===== config.mk =====
export PLATFORM = sky130hd
export DESIGN_NAME = sublime_voice_scheduler
export DESIGN_NICKNAME = d
export VERILOG_FILES = /design/src/rtl/sublime_voice_scheduler_pkg.sv /design/src/rtl/sublime_voice_scheduler_table.sv /design/src/rtl/sublime_voice_scheduler.sv
export SDC_FILE = /design/constraint.sdc
export NUM_CORES = 1
export LEC_CHECK = 0
export ABC_AREA = 1
export BUFFER_PORTS_ARGS = -buffer_cell sky130_fd_sc_hd__buf_2
export CORE_ASPECT_RATIO = 1.1
export CORE_MARGIN = 3
export CORE_UTILIZATION = 60
export DETAILED_ROUTE_END_ITERATION = 6
export GPL_ROUTABILITY_DRIVEN = 0
export GPL_TIMING_DRIVEN = 0
export PLACE_DENSITY_LB_ADDON = 0.12
export SLEW_MARGIN = 20
export SYNTH_ARGS = -nofsm -noshare
export SYNTH_HDL_FRONTEND = slang
export SYNTH_HIERARCHICAL = 1
export SYNTH_SLANG_ARGS = --single-unit

===== constraint.sdc =====
create_clock -name clk_i -period 4.9 [get_ports clk_i]
set_input_delay 1.225 -clock clk_i [delete_from_list [all_inputs] [get_ports clk_i]]
set_output_delay 1.225 -clock clk_i [all_outputs]
set_load 0.05 [all_outputs]

===== src/rtl/sublime_voice_scheduler_pkg.sv =====
// Shared constants for the voice bus: frame sequencer state encoding and
// velocity width, used by the scheduler, the mixer and the note-control logic.
package sublime_voice_scheduler_pkg;

    localparam int VEL_W = 8;

    typedef enum logic [0:0] {
        ST_IDLE = 1'b0,
        ST_RUN  = 1'b1
    } sched_state_e;

endpackage


===== src/rtl/sublime_voice_scheduler_table.sv =====
// Per-voice velocity register file: one synchronous write port, one
// combinational read port. Writes addressed beyond the last voice are dropped
// so a non-power-of-2 voice count cannot alias into a real entry.
module sublime_voice_table
    import sublime_voice_scheduler_pkg::*;
#(
    parameter int NUM_VOICES = 8
) (
    input  logic                          clk_i,
    input  logic                          rst_i,
    input  logic                          we_i,
    input  logic [$clog2(NUM_VOICES)-1:0] waddr_i,
    input  logic [VEL_W-1:0]              wdata_i,
    input  logic [$clog2(NUM_VOICES)-1:0] raddr_i,
    output logic [VEL_W-1:0]              rdata_o
);

    localparam int IDX_W = $clog2(NUM_VOICES);
    localparam logic [IDX_W:0] NUM_VOICES_L = (IDX_W + 1)'(NUM_VOICES);

    logic [VEL_W-1:0] mem_q [NUM_VOICES];
    logic             wr_ok_s;

    assign wr_ok_s = we_i && ({1'b0, waddr_i} < NUM_VOICES_L);
    assign rdata_o = mem_q[raddr_i];

    // Clear all entries on reset, otherwise store an in-range write.
    always_ff @(posedge clk_i) begin
        if (rst_i) begin
            for (int i = 0; i < NUM_VOICES; i++) begin
                mem_q[i] <= '0;
            end
        end else if (wr_ok_s) begin
            mem_q[waddr_i] <= wdata_i;
        end
    end

endmodule


===== src/rtl/sublime_voice_scheduler.sv =====
// Frame sequencer for the voice-mixer side of the voice bus. Each accepted
// sample tick walks voices NUM_VOICES-1 down to 0, one slot of SLOT_CYCLES
// cycles per voice, strobing the voice index and its velocity at slot start.
// Voice 0 closes the frame; a tick in that last cycle chains the next frame.
module sublime_voice_scheduler
    import sublime_voice_scheduler_pkg::*;
#(
    parameter int NUM_VOICES  = 8,
    parameter int SLOT_CYCLES = 4
) (
    input  logic                          clk_i,
    input  logic                          rst_i,
    input  logic                          sample_tick_i,
    input  logic                          note_we_i,
    input  logic [$clog2(NUM_VOICES)-1:0] note_voice_i,
    input  logic [VEL_W-1:0]              note_velocity_i,
    output logic [$clog2(NUM_VOICES)-1:0] active_voice_o,
    output logic                          active_voice_changed_o,
    output logic [VEL_W-1:0]              active_voice_velocity_o,
    output logic                          busy_o,
    output logic                          overrun_o
);

    localparam int IDX_W  = $clog2(NUM_VOICES);
    localparam int SLOT_W = (SLOT_CYCLES > 1) ? $clog2(SLOT_CYCLES) : 1;

    localparam logic [IDX_W-1:0]  LAST_VOICE = IDX_W'(NUM_VOICES - 1);
    localparam logic [IDX_W-1:0]  ONE_VOICE  = IDX_W'(1);
    localparam logic [SLOT_W-1:0] LAST_SLOT  = SLOT_W'(SLOT_CYCLES - 1);
    localparam logic [SLOT_W-1:0] ONE_SLOT   = SLOT_W'(1);

    sched_state_e      state_q;
    logic [SLOT_W-1:0] slot_q;
    logic [IDX_W-1:0]  voice_q;
    logic              changed_q;
    logic [VEL_W-1:0]  vel_q;
    logic              busy_q;
    logic              overrun_q;

    logic [IDX_W-1:0]  voice_d;
    logic [VEL_W-1:0]  tab_rdata_s;
    logic              last_slot_s;
    logic              frame_end_s;

    assign last_slot_s = (slot_q == LAST_SLOT);
    assign frame_end_s = (state_q == ST_RUN) && last_slot_s && (voice_q == '0);

    // The voice a strobe would announce next: the following lower voice while
    // a frame still has voices left, otherwise the top voice of a new frame.
    // The table is read through this address so the velocity is sampled at
    // the same edge the strobe is registered.
    assign voice_d = ((state_q == ST_RUN) && (voice_q != '0)) ? (voice_q - ONE_VOICE)
                                                             : LAST_VOICE;

    sublime_voice_table #(
        .NUM_VOICES (NUM_VOICES)
    ) u_table (
        .clk_i   (clk_i),
        .rst_i   (rst_i),
        .we_i    (note_we_i),
        .waddr_i (note_voice_i),
        .wdata_i (note_velocity_i),
        .raddr_i (voice_d),
        .rdata_o (tab_rdata_s)
    );

    // Frame FSM with slot/voice counters and all registered outputs.
    always_ff @(posedge clk_i) begin
        if (rst_i) begin
            state_q   <= ST_IDLE;
            slot_q    <= '0;
            voice_q   <= LAST_VOICE;
            changed_q <= 1'b0;
            vel_q     <= '0;
            busy_q    <= 1'b0;
            overrun_q <= 1'b0;
        end else begin
            changed_q <= 1'b0;
            overrun_q <= 1'b0;
            case (state_q)
                ST_IDLE: begin
                    if (sample_tick_i) begin
                        state_q   <= ST_RUN;
                        busy_q    <= 1'b1;
                        slot_q    <= '0;
                        voice_q   <= voice_d;
                        changed_q <= 1'b1;
                        vel_q     <= tab_rdata_s;
                    end else begin
                        busy_q    <= 1'b0;
                    end
                end
                ST_RUN: begin
                    if (!last_slot_s) begin
                        slot_q <= slot_q + ONE_SLOT;
                    end else if ((voice_q != '0) || sample_tick_i) begin
                        // Next voice of this frame, or the chained next frame.
                        slot_q    <= '0;
                        voice_q   <= voice_d;
                        changed_q <= 1'b1;
                        vel_q     <= tab_rdata_s;
                    end else begin
                        state_q <= ST_IDLE;
                        busy_q  <= 1'b0;
                        slot_q  <= '0;
                    end
                    if (sample_tick_i && !frame_end_s) begin
                        overrun_q <= 1'b1;
                    end else begin
                        overrun_q <= 1'b0;
                    end
                end
                default: begin
                    state_q <= ST_IDLE;
                    busy_q  <= 1'b0;
                    slot_q  <= '0;
                end
            endcase
        end
    end

    assign active_voice_o          = voice_q;
    assign active_voice_changed_o  = changed_q;
    assign active_voice_velocity_o = vel_q;
    assign busy_o                  = busy_q;
    assign overrun_o               = overrun_q;

endmodule


---- Yosys cells after proc, flatten, opt, wreduce, memory -nomap -nowiden ----
Memory sizes are Yosys's and may differ from the RTL's.
Cells that the tools add are included.
word-level totals
  register bits after elaboration ......... 17
  memory bits (writable) .................. 64
  input bits .............................. 15
  output and inout bits ................... 14
  word-level logic and storage cells ...... 58
  memories kept ........................... 1
memory list
  memory         words  bits a word  rd ports  clocked after Yosys merged registers in  wr ports  line                                 RTL
  u_table.mem_q  8      8            1         0                                        8         sublime_voice_scheduler_table.sv:21  logic [VEL_W-1:0] mem_q [NUM_VOICES];
operators by class
  add/sub/neg operators ................... 2
  equal/unequal tests ..................... 5
  mux-type cells .......................... 30
  bitwise logic cells ..................... 1
  reduce and logical (&&, ||, !) cells .... 12
operators with widths
  operator                                           number
  2-to-1 mux 8 bit                                   4
  one-hot mux 8 bit (2 select lines)                 1
  2-to-1 mux 3 bit                                   5
  2-to-1 mux 1 bit                                   13
  OR reduction 8 bit                                 1
  one-hot mux 1 bit (2 select lines)                 3
  one-hot mux 3 bit (2 select lines)                 1
  logical AND 1 bit                                  4
  2-to-1 mux 2 bit                                   2
  != test 2 x 1 -> 1 bit (second input constant)     2
  != test 2 bit (second input constant)              2
  one-hot mux 2 bit (2 select lines)                 1
  zero test 3 bit                                    1
  AND reduction 3 bit                                1
  nonzero test 3 bit                                 1
  subtractor 3 x 1 -> 3 bit (second input constant)  1
  adder 2 x 1 -> 2 bit (second input constant)       1
  == test 2 bit (second input constant)              1
  AND reduction 2 bit                                1
  OR reduction 2 bit                                 1
  zero test 1 bit                                    1
  logical OR 1 bit                                   1
  inverter 1 bit                                     1

---- Longest topological paths before layout ----
An unclocked memory read counts as a cell.
  depth after elaboration ................. 7
  mapped depth ............................ 16
  depth with buffers taken out ............ 14

---- Modules after synthesis ----
Netlist, hierarchy kept.
by module, submodules not included
  module                   times used  cells each  area an instance (um^2)  sequential area each (um^2)
  sublime_voice_table      1           378         3,246.9                  1,921.8
  sublime_voice_scheduler  1           111         825.8                    340.3

---- Worst setup path after synthesis ----
Ideal clock, no wire load.
  path type ............................... in2reg
  from .................................... in rst_i
  to ...................................... mem u_table.mem_q[0][0] (enable)
  library setup time ...................... 0.329 ns
  arrival ................................. 1.944 ns
  required time ........................... 4.571 ns
  path slack .............................. 2.627 ns
  stages .................................. 5
  buffers on the path ..................... 0
  cells stage by stage .................... inv_2 > nand2_4 > nor2_4 > nand2_4 > nand2_1
RTL lines
  what         line                                 RTL
  from (decl)  sublime_voice_scheduler.sv:12        input logic rst_i,
  to (decl)    sublime_voice_scheduler_table.sv:21

==> results.sh <==
export IMPL_hold_class="flop to flop"
export IMPL_timing_reg2reg_setup_slack_ns=2.82
export IMPL_hold_viol_final=0
export IMPL_chipWidth_um=84.6
export IMPL_tritoncts="done"
export IMPL_overflow=0
export IMPL_ctsRootBufferMaster="clkbuf_8"
export IMPL_power_mw=1.46
export IMPL_whs_path_depth=2
export IMPL_grt_max_degree=15
export IMPL_cts_path_max_buffers=2
export IMPL_grt_pass1_wl_um=13900
export IMPL_insertion_delay_ns=0.35
export IMPL_io_pins=29
export IMPL_yosysSeqAreaShare_pct=55.5
export IMPL_wl_per_cell_um=13.6
export IMPL_syn_inst=489
export IMPL_viasPerCell=5.13
export IMPL_ys_types=22
export IMPL_place_hpwl_um=5910
export IMPL_crit_type="primary input to flop"
export IMPL_rsz0062_at_grt="false"
export IMPL_cp_start_kind="primary input"
export IMPL_p_leak_nw=2.34
export IMPL_fin_crit_sh_pct=47.8
export IMPL_rr_worst_depth=16
export IMPL_finClkSkew_ns=0.00813
export IMPL_vias=3147
export IMPL_slew_viol_final=0
export IMPL_critPathMaxFanout=9
export IMPL_antenna_found_initial=0
export IMPL_synth_net_count=507
export IMPL_synth_area_leaders="edfxtp_1, nand2_1, inv_1, dfxtp_1, nor2_1"
export IMPL_htree_num_levels=3
export IMPL_min_delay_start="slot_q[1]$_SDFFE_PP0P_"
export IMPL_core_rowCount=30
export IMPL_tightest_slew_ns=0.440
export IMPL_fin_tns_setup_ns=0
export IMPL_drive_gt1_share_pct=15.4
export IMPL_ys_warn_count=6
export IMPL_worst_r2r_startpoint="active_voice_o[0]$_SDFFE_PP1P_"
export IMPL_fin_nets=546
export IMPL_reg2reg_to="active_voice_velocity_o[2]$_SDFFE_PP0P_"
export IMPL_clkTransAtPathRegs_ns=0.07
export IMPL_cts_sinks=81
export IMPL_synth_top_area_share_pct=47.2
export IMPL_ctsHoldBuffers=0
export IMPL_vdd_drop_max_uv=192
export IMPL_drt_iter0_markers=259
export IMPL_synth_area_leader_cell="edfxtp_1"
export IMPL_initial_core_util_pct=63.8
export IMPL_fp_coreArea_um2=6380
export IMPL_hold_path_endpoint="slot_q[1]$_SDFFE_PP0P_"
export IMPL_drv_cap=0
export IMPL_ant_nets=0
export IMPL_final_cell_mix="nand2_1, inv_1, nor2_1"
export IMPL_min_period_ns=2.34
export IMPL_critPathRequiredTime_ns=4.92
export IMPL_status="finished, final reports clean"
export IMPL_syn_area_per_cell_um2=8.33
export IMPL_antenna_cells=0
export IMPL_numCtsBuffers=9
export IMPL_cts_setup_buffers=0
export IMPL_finalSetupViolCount=0
export IMPL_die_height_um=92.4
export IMPL_drc=0
export IMPL_worst_setup_path_end_kind="flop"
export IMPL_area_growth_pct=10.1
export IMPL_firstDrtPassIters=5
export IMPL_grt_use_total_pct=23.2
export IMPL_final_common_cell="nand2_1"
export IMPL_first_global_vias=2965
export IMPL_port_buffers=28
export IMPL_die_area_um2=7810
export IMPL_fmax_mhz=427
export IMPL_worstPathArrival_ns=2.36
export IMPL_totalWireLength_um=8360
export IMPL_synthesis_area_um2=4070
export IMPL_cts_resized=0
export IMPL_slew_headroom_pct=70.6
export IMPL_p_per_area_nw_per_um2=326
export IMPL_ys_ff_latch=81
==> cells in the mapped netlist <==
cell type,count
buf_6,3
edfxtp_1,64
o21ai_1,1
inv_2,4
inv_4,1
nor3_2,1
xnor2_1,1
nor3_1,1
nand3_2,2
inv_1,93
nand2_2,2
nand2_4,10
buf_2,8
dfxtp_1,17
nor2_1,81
o21ai_0,3
nor2_4,2
nand2_1,130
nand3_1,45
ha_1,3
buf_4,6
a21oi_1,11
==> cell families (layout without fill, tap and decap cells) <==
| group | Yosys count | after routing | share of synthesized area (%) |
|---|---|---|---|
| compound gates | 15 | 15 | 1.84 |
| xor+xnor | 1 | 1 | 0.215 |
| fa+ha+maj | 3 | 3 | 0.922 |
| buf+inv | 115 | 159 | 12.0 |
| flops | 81 | 81 | 55.5 |
| simple gates | 274 | 274 | 29.5 |
==> worst max-delay path: stages <==
cell	delay, ns
buf_2	0.13
inv_2	0.20
nand2_4	0.10
nor2_4	0.24
nand2_4	0.14
nand2_1	0.31
==> report_power, final <==
group          total, mW  switching, mW  internal, mW  leakage, nW
Sequential         0.800         0.0147         0.785        0.754
Combinational      0.239          0.169        0.0703         1.50
Clock              0.425          0.240         0.186       0.0866
==> layer usage <==
layer / GRT usage [%] / part of all wire, % / up-vias
li1: - / - / 1570
met1: 30.0 / 40 / 1423
met2: 37.9 / 48 / 135
met3: 4.63 / 8.9 / 19
met4: 10.7 / 2.7 / 0
met5: 0 / 0 / -
==> worst max path at each step <==
stage / slack (ns) / start / depth (start not counted) / to
final: 2.56 / rst_i / 6 / u_table/mem_q[7][0]$_SDFFCE_PN0P_
after global routing: 2.50 / rst_i / 6 / u_table/mem_q[0][2]$_SDFFCE_PN0P_
after CTS: 2.55 / rst_i / 6 / u_table/mem_q[7][5]$_SDFFCE_PN0P_
after detailed placement: 2.18 / rst_i / 6 / u_table/mem_q[7][4]$_SDFFCE_PN0P_
after global placement: 2.22 / rst_i / 6 / u_table/mem_q[0][4]$_SDFFCE_PN0P_
after floorplan: 2.63 / rst_i / 5 / u_table/mem_q[0][0]$_SDFFCE_PN0P_
==> cell type report <==
type	count	area [um^2]
Clock buffer	10	128
Fill cell	505	1900
Tap cell	80	100
Inverter	98	370
Timing Repair Buffer	28	140
Clock inverter	6	43.8
Buffer	17	119
Sequential cell	81	2260
Multi-Input combinational cell	293	1320
==> flip-flops by register name, indices dropped and copies added (netlist names) <==
name and count:
u_table/mem_q 64, active_voice_velocity_o 8, active_voice_o 3, state_q 1, busy_o 1, slot_q 2, overrun_o 1, active_voice_changed_o 1
==> stage by stage <==
stage	hold WS [ns]	cells	utilization (%)	instance area, um^2	setup slack [ns]
3_5_place_dp	0.465	597	67.6	4310	2.18
4_1_cts	0.481	613	70.3	4480	2.55
5_1_grt	0.507	613	70.3	4480	2.50
2_1_floorplan	0.436	489	-	4070	2.63
3_3_place_gp	0.453	597	67.6	4310	2.22
6_report	0.477	613	70.3	4480	2.56
No activity file was read; power rests on OpenSTA's default activity.
